[src/rtl/uart_rx_param.sv]
// uart_rx_param: parameterised UART receiver with optional parity (enable with UART_RX_PARITY_EN)
module uart_rx_param #(
  parameter int CLOCK_FREQ = 50000000,
  parameter int BAUD_RATE  = 9600,
  parameter int DATA_BITS  = 8,
  parameter int STOP_BITS  = 1,
  parameter int PARITY_ODD = 0
) (
  input  logic                 clk,
  input  logic                 rst,
  input  logic                 rx,
  input  logic                 start_rx,
  output logic [DATA_BITS-1:0] data_out,
  output logic                 data_valid,
  output logic                 parity_err,
  output logic                 frame_err,
  output logic                 busy
);
  localparam int BIT_TIME = CLOCK_FREQ / BAUD_RATE;
  localparam int HALF_BIT_TIME = BIT_TIME / 2;
  localparam int CW = BIT_TIME > 2 ? $clog2(BIT_TIME) : 1;
  localparam logic [CW-1:0] BIT_END = CW'(BIT_TIME - 1);
  localparam logic [CW-1:0] HALF_END = CW'(HALF_BIT_TIME - 1);
  localparam logic [3:0] DATA_END = 4'(DATA_BITS - 1);
  localparam logic [3:0] STOP_END = 4'(STOP_BITS - 1);
  if (DATA_BITS < 5 || DATA_BITS > 9 || (STOP_BITS != 1 && STOP_BITS != 2) ||
      (PARITY_ODD != 0 && PARITY_ODD != 1)) begin : g_bad_cfg
    $error("uart_rx_param: illegal parameter set");
  end
`ifdef UART_RX_PARITY_EN
  typedef enum logic [2:0] {IDLE, START, DATA, PARITY, STOP} state_t;
`else
  typedef enum logic [2:0] {IDLE, START, DATA, STOP} state_t;
`endif
  state_t state_q, state_d;
  logic s1_q, s2_q, rxs;
  logic [CW-1:0] cnt_q, cnt_d;
  logic [3:0] bcnt_q, bcnt_d;
  logic [DATA_BITS-1:0] shift_q, shift_d, dout_q, dout_d;
  logic ferr_q, ferr_d, frerr_q, frerr_d, dv_q, dv_d, armed_q, armed_d;
`ifdef UART_RX_PARITY_EN
  logic par_q, par_d, perr_q, perr_d;
`endif
  assign rxs = s2_q;
  always_comb begin
    state_d = state_q;
    cnt_d = cnt_q + 1'b1;
    bcnt_d = bcnt_q;
    shift_d = shift_q;
    ferr_d = ferr_q;
    dout_d = dout_q;
    frerr_d = frerr_q;
    dv_d = 1'b0;
    armed_d = armed_q | rxs;
`ifdef UART_RX_PARITY_EN
    par_d = par_q;
    perr_d = perr_q;
`endif
    case (state_q)
      IDLE: begin
        cnt_d = '0;
        state_d = (start_rx && !rxs && armed_q) ? START : IDLE;
      end
      START: begin
        if (cnt_q == HALF_END) begin
          cnt_d = '0;
          bcnt_d = '0;
          state_d = rxs ? IDLE : DATA;
        end
      end
      DATA: begin
        if (cnt_q == BIT_END) begin
          cnt_d = '0;
          shift_d = {rxs, shift_q[DATA_BITS-1:1]};
          bcnt_d = bcnt_q == DATA_END ? 4'd0 : bcnt_q + 1'b1;
          ferr_d = 1'b0;
`ifdef UART_RX_PARITY_EN
          state_d = bcnt_q == DATA_END ? PARITY : DATA;
`else
          state_d = bcnt_q == DATA_END ? STOP : DATA;
`endif
        end
      end
`ifdef UART_RX_PARITY_EN
      PARITY: begin
        if (cnt_q == BIT_END) begin
          cnt_d = '0;
          par_d = rxs;
          state_d = STOP;
        end
      end
`endif
      STOP: begin
        if (cnt_q == BIT_END) begin
          cnt_d = '0;
          bcnt_d = bcnt_q + 1'b1;
          ferr_d = ferr_q | !rxs;
          if (bcnt_q == STOP_END) begin
            state_d = IDLE;
            bcnt_d = '0;
            dv_d = 1'b1;
            dout_d = shift_q;
            frerr_d = ferr_q | !rxs;
            armed_d = (ferr_q | !rxs) ? 1'b0 : armed_q | rxs;
`ifdef UART_RX_PARITY_EN
            perr_d = (^shift_q ^ par_q) != 1'(PARITY_ODD);
`endif
          end
        end
      end
      default: state_d = IDLE;
    endcase
  end
  always_ff @(posedge clk) begin
    if (rst) begin
      state_q <= IDLE;
      s1_q <= 1'b1;
      s2_q <= 1'b1;
      cnt_q <= '0;
      bcnt_q <= '0;
      shift_q <= '0;
      ferr_q <= 1'b0;
      dout_q <= '0;
      frerr_q <= 1'b0;
      dv_q <= 1'b0;
      armed_q <= 1'b1;
`ifdef UART_RX_PARITY_EN
      par_q <= 1'b0;
      perr_q <= 1'b0;
`endif
    end else begin
      state_q <= state_d;
      s1_q <= rx;
      s2_q <= s1_q;
      cnt_q <= cnt_d;
      bcnt_q <= bcnt_d;
      shift_q <= shift_d;
      ferr_q <= ferr_d;
      dout_q <= dout_d;
      frerr_q <= frerr_d;
      dv_q <= dv_d;
      armed_q <= armed_d;
`ifdef UART_RX_PARITY_EN
      par_q <= par_d;
      perr_q <= perr_d;
`endif
    end
  end
  assign data_out = dout_q;
  assign data_valid = dv_q;
  assign frame_err = frerr_q;
  assign busy = state_q != IDLE;
`ifdef UART_RX_PARITY_EN
  assign parity_err = perr_q;
`else
  assign parity_err = 1'b0;
`endif
endmodule
[config.mk]
export PLATFORM = sky130hd
export DESIGN_NAME = uart_rx_param
export DESIGN_NICKNAME = d
export VERILOG_FILES = /design/src/rtl/uart_rx_param.sv
export SDC_FILE = /design/constraint.sdc
export NUM_CORES = 1
export LEC_CHECK = 0
export CAP_MARGIN = 5
export CORE_MARGIN = 2
export CORE_UTILIZATION = 45
export CTS_BUF_LIST = sky130_fd_sc_hd__clkbuf_4 sky130_fd_sc_hd__clkbuf_8
export DETAILED_ROUTE_END_ITERATION = 10
export GPL_TIMING_DRIVEN = 1
export PLACE_DENSITY = 0.69
export REMOVE_ABC_BUFFERS = 1
export SLEW_MARGIN = 20
export SYNTH_ARGS = -nofsm -noshare
export SYNTH_HDL_FRONTEND = slang
export SYNTH_SLANG_ARGS = --single-unit
[constraint.sdc]
create_clock -name clk -period 2.6 [get_ports clk]
set_clock_uncertainty 0.15 [all_clocks]
set_input_delay 0.39 -clock clk [delete_from_list [all_inputs] [get_ports clk]]
set_output_delay 0.39 -clock clk [all_outputs]
set_load 0.05 [all_outputs]
==> metrics.txt <==
critical path class=reg2out; buffers added on ports=14; drt wl/cell=around 13 um; Mapped Avg Cell Area=about 8.5 um^2; max-cap viol count=0; crit-path leading delay family=flip-flops; Post-synth top flop=dfxtp_1; final setup fails=0; vias in the first global route=around 1400; CTS Buffer Depth=2; post_cts resized=0; clock root cell=clkbuf_8; slowest CP cell=dfxtp_1; Die Footprint=0.00468 mm^2; Final Hold Viols=0; Post-synth EDFFs=0; warnings from Yosys=0; share of cells above drive strength 1=7.89%; # diodes=0; remaining antenna violation count=0; PwrDens=just under 600 mW/mm^2; asr flop ratio synth=0%; M2 GR Usage=slightly above 30%; Netlist Area Pre-Place=approximately 0.0019 mm^2; Initial Util=a little under half; TritonCTS Buffers=5; DR iter-0 viols=94; hold buffers post-CTS=0; CP Launch Type=register; CP arrival=roughly 1600 ps; gpl congestion=0.797; GR Overflow Total=0; die width=between 60 and 70 um; Syn Inst Count=220; htree depth=2; GRT Util Overall=roughly 18%; final WL=3.69 mm; Final nets=between 200 and 250; RSZ-0062 raised after global routing=false; period utilization=82.9%; post-route setup TNS=0 ps; Core ar.=roughly 0.0040 mm^2; post-layout util=52.8%; CTS sink cnt=roughly 40; first-pass GRT wire length=around 6.4 mm; Max Slew Vio Count=0; Peak VDD IR=about 0.40 mV; Via Count=approximately 1600; Peak Freq=between 0.4 and 0.5 GHz; initial antenna violation count=0; Crit path largest cell delay=620 ps; GR Layer Usage met3=around 6.4%; Ports=16; Std-Cell Rows=23; Crit path required time=between 2000 and 2500 ps; DRC violations left=0; outcome=finished, final reports clean; vias per cell=between 5 and 6; die height=around 68 um; Clock Latency Late Sink=~290 ps; CTS clk-pin slew, worst paths=80 ps; Hold Crit Class=reg2reg; post-synthesis register bit count=between 40 and 50; busiest grt layer=met2; total chip power=1230 uW; Synth-to-Final Area Change=13.1%; sequential fraction of the synthesis area=roughly 44%; Pleak=approximately 0.00065 uW; fin worst setup slack=between 400 and 500 ps; worst slew pin tran=536 ps; DR pass1 iterations=4; crit end category=primary output; Place WS=~530 ps; # fillers=just over 400; crit path buf inv count=2; dpl hpwl=2.42 mm; CTS tree=built; pin count of the biggest net entering global routing=25; worst-path fanout max=16; # Post-CTS Setup Buffers=0; GR Layer Usage met1=between 20% and 30%; CP cell instances=inv_1 -> nand2_1 -> buf_4; Final Critical Period=around 2200 ps; relative slew slack=roughly 64%; Distinct cells, synth=between 40 and 50
worst paths after layout:
check	slack, ps	end	cells past startpoint	start
worst min register to register	260	rxs	1	s1_q
worst max-delay path	440	busy	3	state_q[0]
worst min-delay path	260	rxs	1	s1_q
worst max register to register	520	bcnt_q[0]	5	cnt_q[0]
where the power goes:
| group | switching (uW) | leakage [uW] | internal, uW |
|---|---|---|---|
| Combinational | 111 | 0.000275 | 41.5 |
| Sequential | 15.9 | 0.000331 | 638 |
| Clock | 202 | 0.0000477 | 221 |
| Total | 329 | 0.000654 | 900 |
synth_stat cells (4+ instances only):
| library cell | count | share of area [%] |
|---|---|---|
| nand2_1 | 6 | 1.2 |
| dfxtp_1 | 41 | 44 |
| nand4_1 | 19 | 6.4 |
| o21ai_0 | 18 | 4.8 |
| buf_2 | 4 | 1.1 |
| inv_1 | 8 | 1.6 |
| a21oi_1 | 26 | 7.0 |
| xnor2_1 | 8 | 3.8 |
| clkbuf_1 | 10 | 2.0 |
| nor2_1 | 18 | 3.6 |
| nand3_1 | 11 | 2.9 |
| nor3_1 | 5 | 1.3 |
metrics by stage:
step,cells,cell area (um^2),hold slack (ps)
final,278,2110,261
after global routing,278,2110,288
after CTS,278,2110,267
after floorplan,203,1790,239
after global placement,271,2020,246
after detailed placement,271,2020,250
final cells by class:
cell class	instances	area (um^2)	area share, %
Multi-Input combinational cell	154	942	44.6
Sequential cell	41	821	38.8
Timing Repair Buffer	18	168	7.93
Clock buffer	7	90.1	4.26
Tap cell	50	62.6	2.96
Inverter	8	30.0	1.42
sequential cells by signal (all words and copies together) (netlist names):
signal,cells
cnt_q,13
data_out,8
shift_q,8
bcnt_q,4
state_q,2
armed_q,1
data_valid,1
ferr_q,1
frame_err,1
rxs,1
s1_q,1
routing by layer:
metal,vias to the layer above,part of all wire [%]
met1,721,47
met2,26,47
met4,0,1.4
met3,6,4.2
li1,812,-
met5,-,0
worst register-to-register path, stage by stage (launching register included):
cell and delay (ps):
dfxtp_1 370, ha_1 270, and4bb_2 320, nand4_4 240, or4_1 540, a21oi_1 140
layout by cell type (no fill, tap or decap), types with 2 or more instances in the layout:
master	instances
nand3_1	11
nand4_1	19
nor4bb_1	2
nor2_1	18
nand2b_1	3
buf_4	5
or2_2	2
dfxtp_1	41
xnor2_1	8
clkdlybuf4s50_1	13
inv_1	8
nor4_1	3
clkbuf_8	6
o21ai_0	18
or3_1	2
ha_1	3
a31oi_1	3
nand3b_1	3
xor2_1	2
nand2_1	6
a21oi_1	26
nor3_1	5
logic make-up after synthesis:
logic type                 Yosys count  share of synthesized area [%]
xor gates and xnor gates            10                           4.69
DFF                                 41                           43.9
buffers and inverters               25                           5.63
and+or+nand+nor                     84                           26.7
AOI/OAI and AO/OA                   56                           16.9
other                                1                          0.201
adders and majority gates            3                           2.01
(Power assumes the default switching activity.)
